===== src/rtl/datapath_ctrl.sv =====
// datapath_ctrl: Moore sequencer for the 8-bit register/ALU datapath.
// It accepts one instruction plus an immediate per start/busy/done handshake.
// It then steps through LOADA (two-step ops only), EXEC and DONE.
//
// state | meaning
// IDLE  | waiting for start; instr/imm captured on accept
// LOADA | tmp <= rd (XOR/AND/SHL only)
// EXEC  | single register writeback cycle (or idle for NOP/illegal)
// DONE  | one-cycle done pulse; err flags an illegal opcode
module datapath_ctrl (
  input  logic       clk,
  input  logic       reset,
  input  logic       start,
  input  logic [7:0] instr,
  input  logic [7:0] imm,
  output logic       busy,
  output logic       done,
  output logic       err,
  output logic [7:0] dp_in,
  output logic [1:0] sr,
  output logic [1:0] Rn,
  output logic       w,
  output logic [1:0] aluop,
  output logic       lt,
  output logic [2:0] tsel,
  output logic [2:0] bsel
);

  typedef enum logic [1:0] {
    IDLE  = 2'd0,
    LOADA = 2'd1,
    EXEC  = 2'd2,
    DONE  = 2'd3
  } state_t;

  localparam logic [2:0] OP_LDI = 3'b000;
  localparam logic [2:0] OP_XOR = 3'b001;
  localparam logic [2:0] OP_AND = 3'b010;
  localparam logic [2:0] OP_SHL = 3'b011;
  localparam logic [2:0] OP_MOV = 3'b100;

  state_t     state_q, state_d;
  logic [7:0] ir_q, ir_d;
  logic [7:0] imm_q, imm_d;

  logic [2:0] op;
  logic [1:0] rd, rs;
  logic       rsvd_unused;

  assign op          = ir_q[7:5];
  assign rd          = ir_q[4:3];
  assign rs          = ir_q[2:1];
  assign rsvd_unused = ir_q[0];
  assign dp_in       = imm_q;

  // Register index to B-operand select; index 0 selects the constant-zero operand.
  function automatic logic [2:0] onehot(input logic [1:0] x);
    case (x)
      2'd0:    return 3'b000;
      2'd1:    return 3'b001;
      2'd2:    return 3'b010;
      default: return 3'b100;
    endcase
  endfunction

  // State and captured instruction/immediate registers.
  always_ff @(posedge clk or posedge reset) begin
    if (reset) begin
      state_q <= IDLE;
      ir_q    <= 8'h00;
      imm_q   <= 8'h00;
    end else begin
      state_q <= state_d;
      ir_q    <= ir_d;
      imm_q   <= imm_d;
    end
  end

  // Next state and capture: instr/imm are only looked at on an IDLE accept.
  always_comb begin
    state_d = state_q;
    ir_d    = ir_q;
    imm_d   = imm_q;
    case (state_q)
      IDLE: begin
        if (start) begin
          ir_d  = instr;
          imm_d = imm;
          if (instr[7:5] == OP_XOR || instr[7:5] == OP_AND || instr[7:5] == OP_SHL)
            state_d = LOADA;
          else
            state_d = EXEC;
        end
      end
      LOADA:   state_d = EXEC;
      EXEC:    state_d = DONE;
      default: state_d = IDLE;
    endcase
  end

  // Moore control outputs decoded from state and the captured instruction.
  always_comb begin
    busy  = 1'b0;
    done  = 1'b0;
    err   = 1'b0;
    sr    = 2'b00;
    Rn    = 2'b00;
    w     = 1'b0;
    aluop = 2'b00;
    lt    = 1'b0;
    tsel  = 3'b000;
    bsel  = 3'b000;
    case (state_q)
      LOADA: begin
        busy = 1'b1;
        lt   = 1'b1;
        if (rd == 2'd0) begin
          tsel = 3'b010;
        end else begin
          bsel = onehot(rd);
          tsel = 3'b100;
        end
      end
      EXEC: begin
        busy = 1'b1;
        case (op)
          OP_LDI: begin
            sr = 2'b00;
            w  = 1'b1;
            Rn = rd;
          end
          OP_XOR, OP_AND: begin
            bsel  = onehot(rs);
            aluop = (op == OP_XOR) ? 2'b00 : 2'b01;
            sr    = 2'b01;
            w     = 1'b1;
            Rn    = rd;
          end
          OP_SHL: begin
            aluop = 2'b10;
            sr    = 2'b01;
            w     = 1'b1;
            Rn    = rd;
          end
          OP_MOV: begin
            bsel  = onehot(rs);
            aluop = 2'b11;
            sr    = 2'b01;
            w     = 1'b1;
            Rn    = rd;
          end
          default: ;
        endcase
      end
      DONE: begin
        done = 1'b1;
        err  = op[2] & op[1];
      end
      default: ;
    endcase
  end

endmodule


===== config.mk =====
export PLATFORM = sky130hd
export DESIGN_NAME = datapath_ctrl
export DESIGN_NICKNAME = d
export VERILOG_FILES = /design/src/rtl/datapath_ctrl.sv
export SDC_FILE = /design/constraint.sdc
export NUM_CORES = 1
export LEC_CHECK = 0
export ABC_AREA = 1
export BUFFER_PORTS_ARGS = -buffer_cell sky130_fd_sc_hd__buf_2
export CAP_MARGIN = 0
export CORE_UTILIZATION = 45
export DETAILED_ROUTE_END_ITERATION = 6
export GPL_ROUTABILITY_DRIVEN = 0
export HOLD_SLACK_MARGIN = 0.03
export PLACE_DENSITY = 0.77
export SYNTH_ARGS = -nofsm -noshare
export SYNTH_HDL_FRONTEND = slang
export SYNTH_SLANG_ARGS = --single-unit

===== constraint.sdc =====
create_clock -name clk -period 1.64 [get_ports clk]
set_clock_uncertainty 0.1 [all_clocks]
set_input_delay 0.082 -clock clk [delete_from_list [all_inputs] [get_ports clk]]
set_output_delay 0.082 -clock clk [all_outputs]
set_load 0.1 [all_outputs]

==> results of run 1 <==
worst max-delay path, stage by stage (launching register included):
cell and delay, ns:
dfrtp_2 0.44, buf_4 0.17, ha_4 0.19, nand3_1 0.19
a21oi_4 0.26, buf_12 0.20
kinds of logic after synthesis:
kind of cell / synth area share [%]
adders and majority gates: 6.58
and+or+nand+nor: 16.4
DFF: 44.7
muxes: 11.8
AOI/OAI and AO/OA: 10.0
buffers and inverters: 10.0
other: 0.394
stage by stage:
| step | instances | setup WS, ns |
|---|---|---|
| 2_1_floorplan | 108 | -0.466 |
| 3_3_place_gp | 174 | 0.102 |
| 3_5_place_dp | 174 | 0.0473 |
| 4_1_cts | 200 | -0.139 |
| 5_1_grt | 202 | -0.328 |
| 6_report | 202 | -0.299 |
how the worst max path moves through the flow:
| stage | end | slack (ns) | cells after the start |
|---|---|---|---|
| 5_1_grt | bsel[1] | -0.33 | 5 |
| 2_1_floorplan | aluop[1] | -0.47 | 6 |
| 4_1_cts | bsel[1] | -0.14 | 7 |
| 6_report | bsel[1] | -0.30 | 5 |
| 3_3_place_gp | dp_in[5]$_DFFE_PP0P_ | 0.10 | 4 |
| 3_5_place_dp | dp_in[6]$_DFFE_PP0P_ | 0.05 | 4 |
synthesized netlist by cell type, types with 2 or more instances:
cell type / n
dfrtp_1: 17
mux2_2: 2
o21ai_0: 4
buf_4: 2
mux2_4: 6
a21oi_1: 15
inv_1: 16
nor3_1: 4
nand3_1: 5
ha_1: 5
nand2_1: 9
nor2_1: 14
final cells by class:
type / count / area share (%)
clock inverters: 1 / 0.268
repair buffers: 67 / 35.1
flip-flops and latches: 17 / 22.9
well taps: 27 / 1.81
clock buffers: 3 / 1.21
inverters: 17 / 4.29
multi-input cells: 70 / 34.4
flip-flops by register name (all words and copies together), names as in the netlist:
signal   flops
state_q      2
ir_q         7
dp_in        8
routing by layer:
layer  GRT usage [%]  up-vias  wire, um  share of wire [%]
met5               0        -         0                  0
met4            24.4        0       323                7.1
met3            8.30       41       444                9.8
met2            66.2      124      2280                 50
met1            35.6      563      1490                 33
li1                -      478         -                  -
repair_timing:
| item | in CTS | in global routing |
|---|---|---|
| endpoints found under the hold margin | 32 | 0 |
| cloned | 0 | 0 |
| setup endpoints to repair | 12 | 14 |
| pin swaps | 10 | 8 |
| hold buffers | 16 | 0 |
| gates resized for setup | 7 | 14 |
| setup buffers | 6 | 2 |
==> metrics, run 1 <==
post-synth top area share 44.7%; DP HPWL 1920 um; Chip Height 48.0 um; later-pin clock latency in the skew report 0.30 ns; Avg Cell Area, Syn 8.89 um2; number of nets in the layout 200; Worst Hold Class input port to register; CTS clk-pin slew, worst paths 0.12 ns; Final Hold Viols 0; fin crit share 118%; fmax 516 MHz; hold path startpoint start; most frequent cells in the layout buf_2 (25), dlygate4sd3_1 (16), dfrtp_1 (15), buf_12 (14), buf_4 (12); Worst Hold Margin 0.0828 ns; Longest Clk Path Bufs 2; Syn-to-layout area delta 96.4%; status complete, but fails checks; reg-to-reg startpoint state_q[1]$_DFFE_PP0P_; unrepaired setup endpoints after global routing yes; Post-synth ARST share 100%; FF+latch count, synth 17; antenna violations before repair 0; htree depth 1; Max Cap Viol 0; DRT iter0 DRCs 34; Post-synth EDFFs 0; Worst R2R Setup Slack -0.02 ns; CTS root buffer clkbuf_4; final instance area 0.00187 mm2; Synth cell types 20; Routed WL 4530 um; Rows 16; DRT Pass-1 Iters 4; Critical Path Start state_q[0]$_DFFE_PP0P_; first-pass GRT wire length 5360 um; violated checks setup timing; Starting Density 48.0%; final setup fails 14; CP endpoint kind output port; yosys warns 0; sequential element share of the synthesized area 44.7%; routed len/inst 22.4 um; Setup TNS Final -1.78 ns; register area 428 um2; layout cells sized above 1 56.6%; # clock sinks 17; number of top-level pins 44; Most used DFF post-synth dfrtp_1; reg-to-reg critical path endpoint state_q[0]$_DFFE_PP0P_; Tmin final 1.94 ns; Die ar. 0.00230 mm2; Worst Tran Pin Value 0.653 ns; Die Wd 48.0 um; fillers 58; most common cell after layout, fill and taps aside buf_2; grt ovf 0; CTS Buf Count 3; setup ws final -0.299 ns; WP data arrival 1.76 ns; antenna viol nets, final 0; final core occ 94.3%; cells after synthesis 107; FF-to-FF path depth 8; Setup Crit Path Kind register to output port; Port-buffer cells 40; ranking of synthesized cells by area dfrtp_1 (45%), mux2_4 (9.5%), a21oi_1 (7.9%), ha_1 (6.6%), inv_1 (6.3%); multi-input combinational cell area 643 um2; Max Fanout on Critical Path 5; WHS Path Cells 4; cell taking the most area after synthesis dfrtp_1; CTS tree yes; vias in the first global route 1182; Netlist Area Pre-Place 951 um2; # DRC 0; Cell Area, Placed 0.00155 mm2; Core ar. 0.00198 mm2; Critical Path Source Type register; Via density 5.97; pin count of the biggest net entering global routing 18; CP required 1.46 ns; final count of pins violating max slew 0; Worst slew margin 56.4%; Worst Hold Path EP state_q[1]$_DFFE_PP0P_; Vias 1206; gr usage total 36.1%; number of diodes 0
Power of run 1 is left out: the tool's default activity adds up to more than one toggle a clock period on the data nets, which glitch-free logic cannot reach.
==> run 2, diff against run 1 <==
--- a/config.mk
+++ b/config.mk
@@ -8,11 +8,13 @@
 export ABC_AREA = 1
 export BUFFER_PORTS_ARGS = -buffer_cell sky130_fd_sc_hd__buf_2
 export CAP_MARGIN = 0
+export CORE_ASPECT_RATIO = 1.4
 export CORE_UTILIZATION = 45
 export DETAILED_ROUTE_END_ITERATION = 6
 export GPL_ROUTABILITY_DRIVEN = 0
 export HOLD_SLACK_MARGIN = 0.03
 export PLACE_DENSITY = 0.77
+export SLEW_MARGIN = 20
 export SYNTH_ARGS = -nofsm -noshare
 export SYNTH_HDL_FRONTEND = slang
 export SYNTH_SLANG_ARGS = --single-unit
==> metrics, run 2 (synthesis gave the netlist of run 1 again) <==
status complete, but fails checks; violated checks setup timing; Cell Area, Placed 0.00154 mm2; antenna viol nets, final 0; Tmin final 1.87 ns; Critical Path Source Type register; CP required 1.46 ns; WP data arrival 1.68 ns; CP max-delay cell dfrtp_1; gr usage total 35.7%; Longest Clk Path Bufs 2; routed len/inst 20.4 um; reg-to-reg startpoint state_q[1]$_DFFE_PP0P_; CTS tree yes; fin crit share 114%; unrepaired setup endpoints after global routing yes; CTS clk-pin slew, worst paths 0.11 ns; Worst slew margin 57.5%; final instance area 0.00187 mm2; Worst Hold Class input port to async pin; Chip Height 56.4 um; critical-path cell list buf_6, ha_4, inv_4, nor3_4, nand2_2, a21oi_4, buf_12; Rows 19; FF-to-FF path depth 7; pin count of the biggest net entering global routing 18; Via density 5.72; # clock sinks 17; Starting Density 48.2%; Final Hold Viols 0; fmax 536 MHz; Core ar. 0.00197 mm2; DRT iter0 DRCs 62; Crit path largest cell delay 0.43 ns; most common cell after layout, fill and taps aside buf_2; CTS Buf Count 3; Vias 1127; layout cells sized above 1 54.0%; DRT Pass-1 Iters 4; reg-to-reg critical path endpoint state_q[0]$_DFFE_PP0P_; Routed WL 4020 um; number of top-level pins 44; number of nets in the layout 201; Largest register FFs 8; final core occ 94.5%; CP bufs+invs 3; Max Fanout on Critical Path 5; setup ws final -0.226 ns; htree depth 1; antenna violations before repair 0; Setup Crit Path Kind register to output port; first-pass GRT wire length 5410 um; Die Wd 40.9 um; DP HPWL 1850 um; Die ar. 0.00230 mm2; Max Cap Viol 0; vias in the first global route 1125; number of diodes 0; CP endpoint kind output port; CTS root buffer clkbuf_4; Worst R2R Setup Slack 0.11 ns; Syn-to-layout area delta 96.2%; # DRC 0; later-pin clock latency in the skew report 0.30 ns; most frequent cells in the layout buf_2 (25), dlygate4sd3_1 (17), dfrtp_1 (15), buf_12 (14); grt ovf 0; final setup fails 12; Worst Tran Pin Value 0.637 ns; critical path's top delay family flip-flops; Port-buffer cells 40; final count of pins violating max slew 0
-- run 2: cell count changes in the layout (fill, tap and decap cells not counted), sizes merged --
cell         delta
clkinv          -1
clkinvlp        -1
inv             +1
dlygate4sd3     +1
clkbuf          +1
-- run 2: what timing repair did --
item / 4_1_cts / 5_1_grt
hold endpoints to repair: 33 / 0
hold buffers: 17 / 0
resized for setup: 10 / 9
pin swaps: 6 / 4
endpoints found under the setup margin: 9 / 17
buffers inserted: 5 / 3
-- run 2: cell type report --
cell class | count | area (um2)
Timing Repair Buffer | 68 | 669
Multi-Input combinational cell | 70 | 642
Clock buffer | 4 | 26.3
Sequential cell | 17 | 428
Fill cell | 58 | 108
Inverter | 17 | 73.8
Tap cell | 21 | 26.3
-- run 2: worst max-delay path by stage --
stage	end	depth (start not counted)	start
final	bsel[1]	7	state_q[1]$_DFFE_PP0P_
after floorplan	aluop[1]	6	state_q[0]$_DFFE_PP0P_
after global routing	bsel[1]	7	state_q[1]$_DFFE_PP0P_
after detailed placement	bsel[2]	7	state_q[0]$_DFFE_PP0P_
after global placement	dp_in[5]$_DFFE_PP0P_	4	state_q[0]$_DFFE_PP0P_
after CTS	bsel[2]	7	state_q[0]$_DFFE_PP0P_
-- run 2: worst reg2reg max path, cell delays in order (launching register included) --
cell and delay, ns:
dfrtp_1 0.44, inv_2 0.14, ha_4 0.18, inv_1 0.05, nor2_1 0.17, inv_1 0.10
nor2_1 0.17, nor2_1 0.08
-- run 2: metrics by stage --
step                      setup TNS, ns  instances  hold slack (ns)  setup slack, ns
after global placement                0        168           0.0668            0.108
after detailed placement              0        168           0.0932           0.0386
after global routing              -2.09        197            0.359           -0.285
after floorplan                   -3.67        108          -0.0920           -0.466
after CTS                        -0.647        194            0.326           -0.134
final                             -1.44        197            0.299           -0.226
-- run 2: layer usage --
layer  GRT usage [%]  wire length, um
met5               0                0
met4            22.4              192
met3            4.74              315
met2            59.4             2160
met1            38.8             1350
Power of run 2 is left out for the same reason.
